**config.mk**
```make
export PLATFORM = sky130hd
export DESIGN_NAME = lvds_tx_pack
export DESIGN_NICKNAME = d
export VERILOG_FILES = /design/src/rtl/lvds_tx_pack.sv
export SDC_FILE = /design/constraint.sdc
export NUM_CORES = 1
export LEC_CHECK = 0
export BUFFER_PORTS_ARGS = -buffer_cell sky130_fd_sc_hd__buf_2
export CAP_MARGIN = 0
export CORE_UTILIZATION = 34
export DETAILED_ROUTE_END_ITERATION = 10
export PLACE_DENSITY = 0.51
export SYNTH_ARGS = -nofsm -noshare
export SYNTH_HDL_FRONTEND = slang
export SYNTH_SLANG_ARGS = --single-unit
```
**constraint.sdc**
```tcl
create_clock -name WCLK -period 2.84 [get_ports WCLK]
set_input_delay 0 -clock WCLK [delete_from_list [all_inputs] [get_ports WCLK]]
set_output_delay 0 -clock WCLK [all_outputs]
set_load 0.005 [all_outputs]
```
**src/rtl/lvds_tx_pack.sv**
```systemverilog
// rtl/lvds_tx_pack.sv - buffers 7-bit words and packs pairs into 14-bit serializer frames
// Define LVDS_TX_PACK_UFCNT_EN to add the saturating UF_COUNT underflow counter output.
module lvds_tx_pack #(
  parameter int         DEPTH     = 16,
  parameter logic [6:0] IDLE_WORD = 7'h63
) (
  input  logic                   WCLK,
  input  logic                   RESET,
  input  logic [6:0]             DATA_IN,
  input  logic                   align_serializer_i,
  input  logic                   DATA_VALID,
  output logic                   DATA_READY,
  input  logic                   FLUSH,
  input  logic                   enable,
  output logic [13:0]            TDATA,
  output logic                   align_serializer_o,
  output logic                   UNDERFLOW,
  output logic [$clog2(DEPTH):0] FILL
`ifdef LVDS_TX_PACK_UFCNT_EN
  ,
  output logic [15:0]            UF_COUNT
`endif
);
  localparam int          PW        = $clog2(DEPTH);
  localparam logic [PW:0] FULL      = (PW+1)'(DEPTH);
  localparam logic [PW:0] TWO       = (PW+1)'(2);
  localparam logic [13:0] IDLE_PAIR = {IDLE_WORD, IDLE_WORD};

  logic [7:0]    mem_q [DEPTH];
  logic [PW-1:0] wr_q, wr_d, rd_q, rd_d, rd_p1;
  logic [PW:0]   fill_q, fill_d;
  logic [13:0]   tdata_q, tdata_d;
  logic          align_q, align_d;
  logic          uf_q, uf_d;
  logic          push, pop, starve;

  // Pop eligibility uses registered occupancy, so a word pushed on the strobe cycle waits.
  assign rd_p1      = rd_q + PW'(1);
  assign DATA_READY = RESET && !FLUSH && (fill_q < FULL);
  assign push       = DATA_VALID && DATA_READY;
  assign pop        = enable && !FLUSH && (fill_q >= TWO);
  assign starve     = enable && !FLUSH && (fill_q < TWO);

  always_comb begin
    wr_d    = wr_q;
    rd_d    = rd_q;
    fill_d  = fill_q;
    tdata_d = tdata_q;
    align_d = align_q;
    uf_d    = starve;
    if (FLUSH) begin
      wr_d   = '0;
      rd_d   = '0;
      fill_d = '0;
      if (enable) begin
        tdata_d = IDLE_PAIR;
        align_d = 1'b0;
      end
    end else begin
      if (push) wr_d = wr_q + PW'(1);
      if (pop) begin
        tdata_d = {mem_q[rd_q][6:0], mem_q[rd_p1][6:0]};
        align_d = mem_q[rd_q][7];
        rd_d    = rd_q + PW'(2);
      end else if (starve) begin
        // A lone buffered word is held back rather than sent half-paired.
        tdata_d = IDLE_PAIR;
        align_d = 1'b0;
      end
      fill_d = fill_q + (PW+1)'(push) - (pop ? TWO : '0);
    end
  end

  always_ff @(posedge WCLK) begin
    if (push) mem_q[wr_q] <= {align_serializer_i, DATA_IN};
  end

  always_ff @(posedge WCLK or negedge RESET) begin
    if (!RESET) begin
      wr_q    <= '0;
      rd_q    <= '0;
      fill_q  <= '0;
      tdata_q <= IDLE_PAIR;
      align_q <= 1'b0;
      uf_q    <= 1'b0;
    end else begin
      wr_q    <= wr_d;
      rd_q    <= rd_d;
      fill_q  <= fill_d;
      tdata_q <= tdata_d;
      align_q <= align_d;
      uf_q    <= uf_d;
    end
  end

  assign TDATA              = tdata_q;
  assign align_serializer_o = align_q;
  assign UNDERFLOW          = uf_q;
  assign FILL               = fill_q;

`ifdef LVDS_TX_PACK_UFCNT_EN
  logic [15:0] uf_cnt_q, uf_cnt_d;

  always_comb begin
    uf_cnt_d = uf_cnt_q;
    if (FLUSH) uf_cnt_d = '0;
    else if (starve && (uf_cnt_q != 16'hFFFF)) uf_cnt_d = uf_cnt_q + 16'd1;
  end

  always_ff @(posedge WCLK or negedge RESET) begin
    if (!RESET) uf_cnt_q <= '0;
    else        uf_cnt_q <= uf_cnt_d;
  end

  assign UF_COUNT = uf_cnt_q;
`endif

endmodule

```
## After elaboration in Yosys (flattened, before gate mapping)

Memories as Yosys holds them, arrays and structs flattened.
Index checks and enable logic that the tools add are counted.

- Memories kept: 1
- Bits in writable memories: 128
- Logic and storage cells: 43
- Bits in latches: 0
- Flip-flop bits (word level): 29
- Input port bits: 13
- Output and inout bits: 22
- Bits in read-only memories: 0

- Eq/ne operators: 1
- Bitwise operators: 0
- $mul: 0
- Shift operators: 0
- Divide/modulo/power cells: 0
- Add/subtract/negate cells: 5
- Magnitude comparators: 3
- Multiplexer cells: 16
- Reductions and logical operators: 11

Memories:

| name | words | width | rd ports | clocked after Yosys merged registers in | write ports | RTL line | RTL |
|---|---|---|---|---|---|---|---|
| mem_q | 16 | 8 | 2 | 0 | 1 | 29 | `logic [7:0] mem_q [DEPTH];` |

Operators by type and width:

| operator | number |
|---|---|
| two-way mux 14 bit | 4 |
| two-way mux 4 bit | 4 |
| adder 4 x 1 -> 4 bit, second input constant | 2 |
| logical AND 1 bit | 6 |
| two-way mux 1 bit | 6 |
| adder 5 x 1 -> 5 bit | 1 |
| >= comparator 5 x 2 -> 1 bit, second input constant | 1 |
| < comparator 5 x 2 -> 1 bit, second input constant | 1 |
| < comparator 5 bit, second input constant | 1 |
| two-way mux 5 bit | 1 |
| subtractor 5 x 2 -> 5 bit | 1 |
| adder 4 x 2 -> 4 bit, second input constant | 1 |
| nonzero test 2 bit | 2 |
| nonzero test 3 bit | 1 |
| two-way mux 2 bit | 1 |
| != test 2 x 1 -> 1 bit, second input constant | 1 |
| AND reduction 2 bit | 1 |
| logical NOT 1 bit | 1 |

## Depth between registers and ports, before layout

- Depth in word-level cells: 7
- Depth in mapped cells: 13

## Worst setup path after synthesis

OpenSTA, ideal clock, no wires.

- Path kind: reg2reg
- Start: register fill_q[4], in the netlist FILL[4]
- End: register fill_q[4], in the netlist FILL[4]
- Data arrival time: 2.336 ns
- Clock period less this slack: 2.415 ns
- Path slack: 0.425 ns
- Cell stages (with the launch flop): 13
- Path through: dfrtp_1 -> inv_1 -> ha_1 -> o21ai_0 -> nand2_1 -> nand2_1 -> buf_2 -> ha_1 -> ha_1 -> nor2b_1 -> o21a_1 -> or3_1 -> a21oi_1

- Word-level cells in the longest chain between the ends: 6
- Elaborated cells between the ends (all ways): 9

Ends and longest elaborated chain:

| element | RTL line | RTL |
|---|---|---|
| start, declared | 31 | `logic [PW:0] fill_q, fill_d;` |
| start signal, assigned | 89 | `fill_q <= fill_d;` |
| < comparator 5 bit | 39 | `assign DATA_READY = RESET && !FLUSH && (fill_q < FULL);` |
| logical AND 1 bit | 39 |  |
| logical AND 1 bit | 40 | `assign push = DATA_VALID && DATA_READY;` |
| adder 5 x 1 -> 5 bit | 70 | `fill_d = fill_q + (PW+1)'(push) - (pop ? TWO : '0);` |
| subtractor 5 x 2 -> 5 bit (*) | 70 |  |
| two-way mux 5 bit (*) | 51 | `if (FLUSH) begin` |
| net fill_d[4] | 31 |  |

Mark *: on every way through the listed nets, which the timed path passes. The rest lies on a longest branch.
A chain may end at the register's enable or synchronous reset.

## Final worst setup path

Same ends and word-level chain as after synthesis.

==> metrics.yaml <==
overflow: 0
synth_xor_area_share_pct: 0.734
drt-initial-drc-count: 257
slowest_delay_ps: 400
crit_top_cell: "ha_1"
synthAdderAreaFrac_pct: 2.52
routed_wl_um: 12400
io_buffers: 34
start_kind: "register"
synth_top_family_by_area: "multiplexers"
async_flop_share_pct: 18.9
ctsLongestPathBuffers: 2
synth_seq_cells: 148
p_leak_uw: 0.00252
diodes: 0
die_h_um: 134
intPower_uw: 4450
fin_nets: 434
finalCritPeriodShare_pct: 82.5
yosysMostFrequentCell: "edfxtp_1"
placed_area_sq_um: 6440
placed_cells: 604
grt_antenna_before_repair: 0
hold_start: "enable"
worstSetupEndpointType: "register"
cp_slowest_cell: "dfrtp_1"
grt_max_degree: 31
crit_fanout: 4
syn_to_final_growth_pct: 19.7
synthTopCellsByArea: "edfxtp_1, dfrtp_1, mux4_2"
clock_power_share_pct: 37.6
finalHoldViolations: 0
holdWs_ps: 66.1
power_frac_seq_pct: 43.9
wl_per_cell_um: 19.2
cts_root_buf: "clkbuf_16"
ir_drop_mv: 0.448
setup_viol: 0
htreeDepth: 4
status: "finished clean"
r2r_start: "FILL[4]$_DFF_PN0_"
synth_top_cell_by_area: "edfxtp_1"
cp-startpoint: "FILL[4]$_DFF_PN0_"
swShare_pct: 25.0
dpl.hpwl_um: 8100
switchingPower_uw: 1480
synth_edf_count: 120
yosys.area_share.simple_pct: 5.53
grt_pass1_wl_um: 19300
numClockSinks: 148
combPwrFrac_pct: 18.5
muxShareOfSynthArea_pct: 11.2
gp_congestion: 0.693
drv_cap: 0
max_slew_margin_pct: 28.3
arrival_ps: 2690
io_pins: 35
insertion_delay_ps: 420
synth_top_cell_area_share_pct: 60.4
drv_slew: 0
vias: 3097
synth_area_per_cell_sq_um: 17.2
synth_ff_type: "edfxtp_1"
drc: 0
start_util_pct: 34.6
detail-route-antenna-nets: 0
cts_inserted_buffers: 17
grt_pass1_vias: 3272
grt_usage_pct: 15.2
synthCells: 347
fin_cells: 647
rsz0062_at_grt: "false"
rows: 48
netlist_top_cells_count: "edfxtp_1, dfrtp_1, inv_1, mux2i_1, nor2_1"
clock-skew-final_ps: 6.64
tns_ps: 0
viasPerCell: 4.79
ys_seq_area_share_pct: 72.3
syn_nets: 372
worst-r2r-cell-count: 11
path_cells: "inv_1 -> ha_1 -> o21ai_0 -> nand2_1 -> nand2_1 -> ha_1 -> ha_1 -> nor2b_1 -> o21a_1 -> or3_1 -> a21oi_1"
fmax_mhz: 427
whs_path_depth: 3
chipWidth_um: 134
first_pass_iters: 4
cts_setup_buffers: 0
synth_cell_types: 40
worstMarginPinSlew_ps: 1080
cp_data_required_time_ps: 3180
path_class: "reg2reg"
hold_class: "in2reg"
clk_pin_slew_ps: 60
power_density_nw_per_um2: 830
drive_gt1_share_pct: 27.5
dieArea_sq_um: 18100
yosys_warnings: 0
design_area_sq_um: 7140
tritoncts: "done"
synth_compound_area_share_pct: 4.97
finalCriticalPeriod_ps: 2340
core-area_sq_um: 17200
syn-cell-area_sq_um: 5970
==> power groups by stage <==
stage                     registers, uW  logic, uW  clock network [uW]
final                              2600       1090                2230
after global routing               2620       1210                2360
after CTS                          2610       1120                2280
after detailed placement           2650       1100                   0
after global placement             2650       1090                   0
after floorplan                    2590        811                   0
==> flip-flops by register name (all words and copies together), names as in the netlist <==
register	flops
wr_q	4
UNDERFLOW	1
mem_q	120
align_serializer_o	1
FILL	5
TDATA	14
rd_q	3
==> metal layers <==
| layer | track usage, % | wire [um] | up-vias |
|---|---|---|---|
| met4 | 6.68 | 252 | 0 |
| met3 | 3.94 | 436 | 15 |
| met5 | 0 | 0 | - |
| met2 | 24.2 | 6230 | 48 |
| met1 | 19.6 | 5490 | 1570 |
| li1 | - | - | 1464 |
==> kinds of logic after synthesis <==
| family | after synthesis |
|---|---|
| XOR/XNOR | 5 |
| AO/OA/AOI/OAI | 39 |
| buffers and inverters | 35 |
| adder cells (fa/ha/maj) | 12 |
| multiplexers | 46 |
| AND/OR/NAND/NOR | 62 |
| flip-flops | 148 |
==> cells in the final DEF (no fill, tap or decap), types with 3 or more instances in the layout <==
master | synthesis | final
nor2b_1 | 6 | 6
and2_1 | 8 | 8
nor2_1 | 16 | 16
nor3_1 | 5 | 5
mux2_2 | 15 | 15
o21ai_0 | 3 | 3
buf_2 | 7 | 34
mux2i_1 | 16 | 16
xor2_1 | 3 | 3
clkinv_2 | 0 | 4
bufinv_16 | 0 | 3
o22ai_1 | 15 | 15
o32ai_1 | 7 | 7
edfxtp_1 | 120 | 120
o32a_1 | 8 | 8
nand2_1 | 7 | 7
mux4_2 | 15 | 15
clkbuf_1 | 4 | 4
dlygate4sd3_1 | 0 | 11
clkbuf_16 | 0 | 17
ha_1 | 12 | 12
and2_0 | 8 | 8
dfstp_2 | 8 | 8
buf_4 | 1 | 13
dfrtp_1 | 20 | 19
inv_1 | 19 | 19
==> area by class of cell <==
cell class                      count  area [sq um]
Fill cell                        1530         10100
Sequential cell                   148          4320
Multi-Input combinational cell    164          1490
Clock buffer                       22           454
Timing Repair Buffer               59           398
Tap cell                          225           282
Clock inverter                     10           135
Inverter                           19          71.3
==> stage by stage <==
step | util (%) | total power (uW) | setup WS [ps]
floorplan | - | 3400 | 425
global placement | 37.4 | 3740 | 611
detailed placement | 37.4 | 3760 | 521
CTS | 41.4 | 6010 | 489
global route | 41.4 | 6190 | 249
finish | 41.4 | 5930 | 496
==> final timing paths <==
kind | endpoint | slack (ps)
worst max-delay path | FILL[4]$_DFF_PN0_ | 500
worst min-delay path | TDATA[11]$_DFFE_PN0P_ | 70
worst max register to register | FILL[4]$_DFF_PN0_ | 500
worst min register to register | TDATA[13]$_DFFE_PN1P_ | 530
max in group asynchronous | TDATA[0]$_DFFE_PN1P_ | 2320
min in group asynchronous | FILL[2]$_DFF_PN0_ | 170
==> critical path: cells and delay by family, from the launching register on <==
family | cells | cell delay, ps
buffers and inverters | 1 | 110
AOI/OAI and AO/OA | 3 | 430
DFF | 1 | 400
adders and majority gates | 3 | 640
and+or+nand+nor | 4 | 690
==> repair_timing <==
action                    CTS  global route
resized for setup           0             0
hold buffers               11             0
hold endpoints to repair  158             0
No activity file was read; power rests on OpenSTA's default activity.
